`config.mk`:
```
export PLATFORM = sky130hd
export DESIGN_NAME = dhdw_grad_accum
export DESIGN_NICKNAME = d
export VERILOG_FILES = /design/src/rtl/dhdw_grad_accum_pkg.sv /design/src/rtl/dhdw_grad_accum_q_mul.sv /design/src/rtl/dhdw_grad_accum.sv
export SDC_FILE = /design/constraint.sdc
export NUM_CORES = 2
export LEC_CHECK = 0
export BUFFER_PORTS_ARGS = -buffer_cell sky130_fd_sc_hd__buf_2
export CAP_MARGIN = 20
export CORE_ASPECT_RATIO = 1.75
export CORE_MARGIN = 2
export CORE_UTILIZATION = 40
export CTS_CLUSTER_DIAMETER = 40
export DETAILED_ROUTE_END_ITERATION = 7
export PLACE_DENSITY = 0.56
export SYNTH_ARGS = -nofsm -noshare
export SYNTH_HDL_FRONTEND = slang
export SYNTH_SLANG_ARGS = --single-unit
```
`constraint.sdc`:
```
create_clock -name clk -period 16.5 [get_ports clk]
set_input_delay 2.475 -clock clk [delete_from_list [all_inputs] [get_ports clk]]
set_output_delay 2.475 -clock clk [all_outputs]
set_load 0.05 [all_outputs]
```
`src/rtl/dhdw_grad_accum_pkg.sv`:
```
// rtl/dhdw_grad_accum_pkg.sv - shared widths, saturation limits, FSM states and saturation helper
package dhdw_grad_accum_pkg;

    localparam int DATABIT = 16;
    localparam int FRAC    = 12;
    localparam int ACCBIT  = 32;
    localparam int CELLNUM = 4;
    localparam int QBIT    = 2 * DATABIT - FRAC;

    localparam logic signed [DATABIT-1:0] SAT_MAX = {1'b0, {(DATABIT-1){1'b1}}};
    localparam logic signed [DATABIT-1:0] SAT_MIN = {1'b1, {(DATABIT-1){1'b0}}};
    localparam logic signed [ACCBIT-1:0]  ACC_MAX = {{(ACCBIT-DATABIT+1){1'b0}}, {(DATABIT-1){1'b1}}};
    localparam logic signed [ACCBIT-1:0]  ACC_MIN = ~ACC_MAX;

    typedef enum logic [2:0] {
        IDLE, RUN, MAC0, MAC1, MAC2, MAC3, UPDATE, DONE
    } state_t;

    function automatic logic signed [DATABIT-1:0] sat(input logic signed [ACCBIT-1:0] v);
        if (v > ACC_MAX)
            return SAT_MAX;
        else if (v < ACC_MIN)
            return SAT_MIN;
        else
            return v[DATABIT-1:0];
    endfunction

endpackage

```
`src/rtl/dhdw_grad_accum_q_mul.sv`:
```
// rtl/dhdw_grad_accum_q_mul.sv - signed fixed-point multiply, floor-shifted by FRAC
module dhdw_grad_accum_q_mul
    import dhdw_grad_accum_pkg::*;
(
    input  logic signed [DATABIT-1:0] a,
    input  logic signed [DATABIT-1:0] b,
    output logic signed [QBIT-1:0]    y
);

    logic signed [2*DATABIT-1:0] prod;

    assign prod = a * b;
    // Dropping the low FRAC bits of a two's-complement product is an arithmetic shift (floor).
    assign y = prod[2*DATABIT-1:FRAC];

endmodule

```
`src/rtl/dhdw_grad_accum.sv`:
```
// rtl/dhdw_grad_accum.sv - dh/dw recurrent state holder and per-sequence gradient/weight update
module dhdw_grad_accum
    import dhdw_grad_accum_pkg::*;
(
    input  logic                      clk,
    input  logic                      rst,
    input  logic                      seq_start,
    input  logic [7:0]                seq_len,
    input  logic                      in_valid,
    output logic                      in_ready,
    input  logic signed [DATABIT-1:0] dh0,
    input  logic signed [DATABIT-1:0] dh1,
    input  logic signed [DATABIT-1:0] dh2,
    input  logic signed [DATABIT-1:0] dh3,
    input  logic signed [DATABIT-1:0] err0,
    input  logic signed [DATABIT-1:0] err1,
    input  logic signed [DATABIT-1:0] err2,
    input  logic signed [DATABIT-1:0] err3,
    input  logic signed [DATABIT-1:0] lr,
    input  logic signed [DATABIT-1:0] w_in,
    output logic signed [DATABIT-1:0] dh0_dw,
    output logic signed [DATABIT-1:0] dh1_dw,
    output logic signed [DATABIT-1:0] dh2_dw,
    output logic signed [DATABIT-1:0] dh3_dw,
    output logic signed [DATABIT-1:0] grad,
    output logic signed [DATABIT-1:0] w_upd,
    output logic                      upd_valid,
    output logic                      drop_err
);

    state_t                    state;
    logic [7:0]                cnt;
    logic [7:0]                len_eff;
    logic signed [DATABIT-1:0] dh_r  [CELLNUM];
    logic signed [DATABIT-1:0] err_r [CELLNUM];
    logic signed [ACCBIT-1:0]  acc;
    logic [1:0]                sel;
    logic signed [QBIT-1:0]    mac_p;
    logic signed [QBIT-1:0]    upd_p;
    logic signed [DATABIT-1:0] grad_s;
    logic signed [ACCBIT-1:0]  w_diff;
    logic                      busy;
    logic                      in_mac;

    always_comb begin
        sel = 2'd0;
        case (state)
            MAC1:    sel = 2'd1;
            MAC2:    sel = 2'd2;
            MAC3:    sel = 2'd3;
            default: sel = 2'd0;
        endcase
    end

    assign in_mac = (state == MAC0) || (state == MAC1) || (state == MAC2) || (state == MAC3);
    assign busy   = in_mac || (state == UPDATE) || (state == DONE);
    assign grad_s = sat(acc);
    assign w_diff = ACCBIT'(w_in) - ACCBIT'(upd_p);

    // One multiplier walks the four cells across MAC0..MAC3; the other scales the gradient.
    dhdw_grad_accum_q_mul u_mac (.a(err_r[sel]), .b(dh_r[sel]), .y(mac_p));
    dhdw_grad_accum_q_mul u_upd (.a(lr),         .b(grad_s),    .y(upd_p));

    assign dh0_dw = dh_r[0];
    assign dh1_dw = dh_r[1];
    assign dh2_dw = dh_r[2];
    assign dh3_dw = dh_r[3];

    always_ff @(posedge clk) begin
        if (rst) begin
            state     <= IDLE;
            in_ready  <= 1'b0;
            upd_valid <= 1'b0;
            drop_err  <= 1'b0;
            grad      <= '0;
            w_upd     <= '0;
            acc       <= '0;
            cnt       <= '0;
            len_eff   <= 8'd1;
            for (int i = 0; i < CELLNUM; i++) begin
                dh_r[i]  <= '0;
                err_r[i] <= '0;
            end
        end else begin
            upd_valid <= 1'b0;
            // A new sequence overrides whatever is in flight, including a same-cycle sample.
            if (seq_start) begin
                state    <= RUN;
                in_ready <= 1'b1;
                acc      <= '0;
                cnt      <= '0;
                drop_err <= 1'b0;
                len_eff  <= (seq_len == 8'd0) ? 8'd1 : seq_len;
                for (int i = 0; i < CELLNUM; i++)
                    dh_r[i] <= '0;
            end else begin
                if (in_valid && busy)
                    drop_err <= 1'b1;
                if (in_mac)
                    acc <= acc + ACCBIT'(mac_p);
                case (state)
                    IDLE: in_ready <= 1'b0;
                    RUN: begin
                        if (in_valid) begin
                            dh_r[0]  <= dh0;
                            dh_r[1]  <= dh1;
                            dh_r[2]  <= dh2;
                            dh_r[3]  <= dh3;
                            err_r[0] <= err0;
                            err_r[1] <= err1;
                            err_r[2] <= err2;
                            err_r[3] <= err3;
                            cnt      <= cnt + 8'd1;
                            in_ready <= 1'b0;
                            state    <= MAC0;
                        end
                    end
                    MAC0: state <= MAC1;
                    MAC1: state <= MAC2;
                    MAC2: state <= MAC3;
                    MAC3: begin
                        if (cnt == len_eff) begin
                            state <= UPDATE;
                        end else begin
                            state    <= RUN;
                            in_ready <= 1'b1;
                        end
                    end
                    UPDATE: begin
                        grad      <= grad_s;
                        w_upd     <= sat(w_diff);
                        upd_valid <= 1'b1;
                        state     <= DONE;
                    end
                    DONE:    state <= IDLE;
                    default: state <= IDLE;
                endcase
            end
        end
    end

endmodule

```
==> results_dict.tcl <==
set metrics [dict create \
    status "completed" \
    synth_area_leaders "fa_1 (35%), edfxtp_1 (11%), ha_1 (8.8%)" \
    crit_path_end_kind "flip-flop" \
    place_hpwl_um 76500 \
    required_ns 16.95 \
    synth_cells 3242 \
    setup_slack_ns 5.12 \
    finalNonFillerCells 4428 \
    synth_largest_area_cell "fa_1" \
    cts-resized-gates 0 \
    dp_cells 4348 \
    worst_slew_pin_slew_ns 1.11 \
    maxSlewViolCount 0 \
    setup_tns_ns 0 \
    grt_antenna_before_repair 12 \
    yosysSeqAreaShare_pct 17.9 \
    fin_util_pct 45.2 \
    core_mm2 0.0749 \
    grt_max_degree 118 \
    vias_per_cell 5.26 \
    rsz0062_at_grt "false" \
    grtUsageTotal_pct 25.1 \
    syn_area_per_cell_um2 9.32 \
    relSlewSlack_pct 26.1 \
    num_vias 23271 \
    hold_viol 0 \
    synth_edf_count 112 \
    critPathMostFrequentCell "fa_1" \
    cts_tree "built" \
    firstDrtPassIters 7 \
    wl_um 94400 \
    gp_congestion 0.919 \
    dieArea_mm2 0.0778 \
    synth-main-ff-cell "edfxtp_1" \
    cts_buffer_depth 3 \
    synthArstFlopShare_pct 0 \
    setup_violations 0 \
    skew_ns 0.0365 \
    wl_per_cell_um 21.3 \
    cts_root_buf "clkbuf_16" \
    synth_fp_nets 4152 \
    grt_overflow 0 \
    rows 133 \
    cp.arrival_ns 11.83 \
    ys_types 76 \
    netlist_area_mm2 0.0302 \
    cts_sinks 214 \
    yosysTopAreaCellShare_pct 34.8 \
    crit_path_top_delay_cell "mux4_1" \
    grt_pass1_wl_um 146000 \
    cts_inserted_buffers 41 \
    drive_gt1_share_pct 11.7 \
    areaGrowthSynthToFinish_pct 12.1 \
    critPathMaxFanout 35 \
    fin_nets 4356 \
    synth_warnings 0 \
    drt-initial-drc-count 1252 \
    io_buffers 270 \
    drtAntennaViolNets 0 \
    rrSetupSlack_ns 5.12 \
    dieHeight_um 368 \
    grt_pass1_vias 25217 \
    synth_seq_cells 214 \
    htree_levels 2 \
    route.detailed.drc 0 \
    setup.worst_path.class "flip-flop to flip-flop" \
    finalCritPeriodShare_pct 69.0 \
    initial_utilization_pct 40.3 \
    worstHoldPathType "flip-flop to flip-flop" \
    pre_cts_ws_ns 5.06 \
    fmax_ghz 0.0878 \
    drv_cap 0 \
    start_kind "flip-flop" \
    hold_buffers 0 \
    slowest_delay_ns 0.94 \
    path_clk_slew_ns 0.05 \
    io_pins 271 \
    cts_setup_buffers 0 \
    min_period_ns 11.38 \
    clk_latency_ns 0.58 \
    die_w_um 212 \
]
-- cells in the final DEF, fill, tap and decap left out, types with 16 or more instances in the layout --
cell,Yosys,final
a21o_1,35,34
a21oi_1,116,116
and2_1,145,144
and3_1,119,119
buf_2,2,270
buf_4,1,29
clkbuf_16,0,41
dfxtp_1,102,102
edfxtp_1,112,112
fa_1,525,525
ha_1,213,212
inv_1,586,586
mux2i_1,29,29
mux4_2,16,16
nand2_1,464,462
nand2b_1,23,23
nand3_1,35,35
nor2_1,177,176
nor2b_1,37,37
nor3_1,30,29
o21a_1,37,37
o21ai_0,54,51
xnor2_1,72,72
xor2_1,40,40
-- metrics by stage --
stage | hold WS [ns] | cell area [µm²]
6_report | 0.452 | 33900
5_1_grt | 0.477 | 33900
4_1_cts | 0.455 | 33900
3_5_place_dp | 0.447 | 32400
3_3_place_gp | 0.440 | 32400
2_1_floorplan | 0.456 | 30200
-- registers in the layout, summed over array words and instances, names as in the netlist --
signal / flops
acc: 32
err_r: 64
cnt: 8
len_eff: 8
state: 3
w_upd: 16
grad: 16
in_ready: 1
drop_err: 1
dh_r: 64
upd_valid: 1
-- cell families (layout without fill, tap and decap cells) --
kind of cell / Yosys count / after routing / share of synthesized area, %
adders and majority gates: 738 / 738 / 43.6
buffers and inverters: 724 / 961 / 9.07
other: 0 / 4 / 0
muxes: 46 / 46 / 2.24
DFF: 214 / 214 / 17.9
and+or+nand+nor: 1075 / 1075 / 16.8
AOI/OAI and AO/OA: 333 / 333 / 7.17
xor gates and xnor gates: 112 / 112 / 3.25
-- synth_stat cells (4+ instances only) --
master and n:
mux4_2 16, nand2_1 464, xnor2_1 72, a31oi_1 9
ha_1 213, nor3_1 30, mux2i_1 29, and3_1 119
dfxtp_1 102, a211oi_1 8, and2_1 145, nand4_1 10
or3_1 7, fa_1 525, o21ai_1 7, xor2_1 40
a21o_1 35, o21a_1 37, o21bai_1 7, nor4_1 12
nor2_1 177, a21oi_1 116, inv_1 586, o21ai_0 54
nor2b_1 37, clkbuf_1 124, nand3_1 35, o31ai_1 7
a311oi_1 4, o2111ai_1 4, buf_1 9, edfxtp_1 112
nand2b_1 23
-- layer usage --
metal	global-route usage [%]	vias up	share of wire [%]
li1	-	10599	-
met1	26.2	11743	34
met2	47.0	684	54
met3	3.51	233	4.9
met4	14.9	12	6.8
met5	0	-	0.082
-- final timing paths --
kind              endpoint  cells after the start     start
setup / recovery   acc[29]                     33  state[2]
hold / removal    grad[13]                      2  grad[13]
setup reg to reg   acc[29]                     33  state[2]
hold reg to reg   grad[13]                      2  grad[13]
-- layout make-up --
cell class,count,area [µm²]
fill,7302,41000
multi-input combinational,2304,22100
sequential,214,5410
inverter,586,2200
timing repair buffer,299,1570
tap,945,1180
clock buffer,51,1080
clock inverter,25,335
antenna,4,10.0
-- critical path: cells and delay by family, from the launching register on --
family	cells	cell delay (ns)
XOR/XNOR	2	0.44
multiplexers	1	0.94
AND/OR/NAND/NOR	6	1.56
buffers and inverters	4	0.81
flip-flops	1	0.52
AO/OA/AOI/OAI	12	2.97
adder cells (fa/ha/maj)	8	3.96
Power is left out: the tool's default activity adds up to more than one toggle a clock period on the data nets, which glitch-free logic cannot reach.
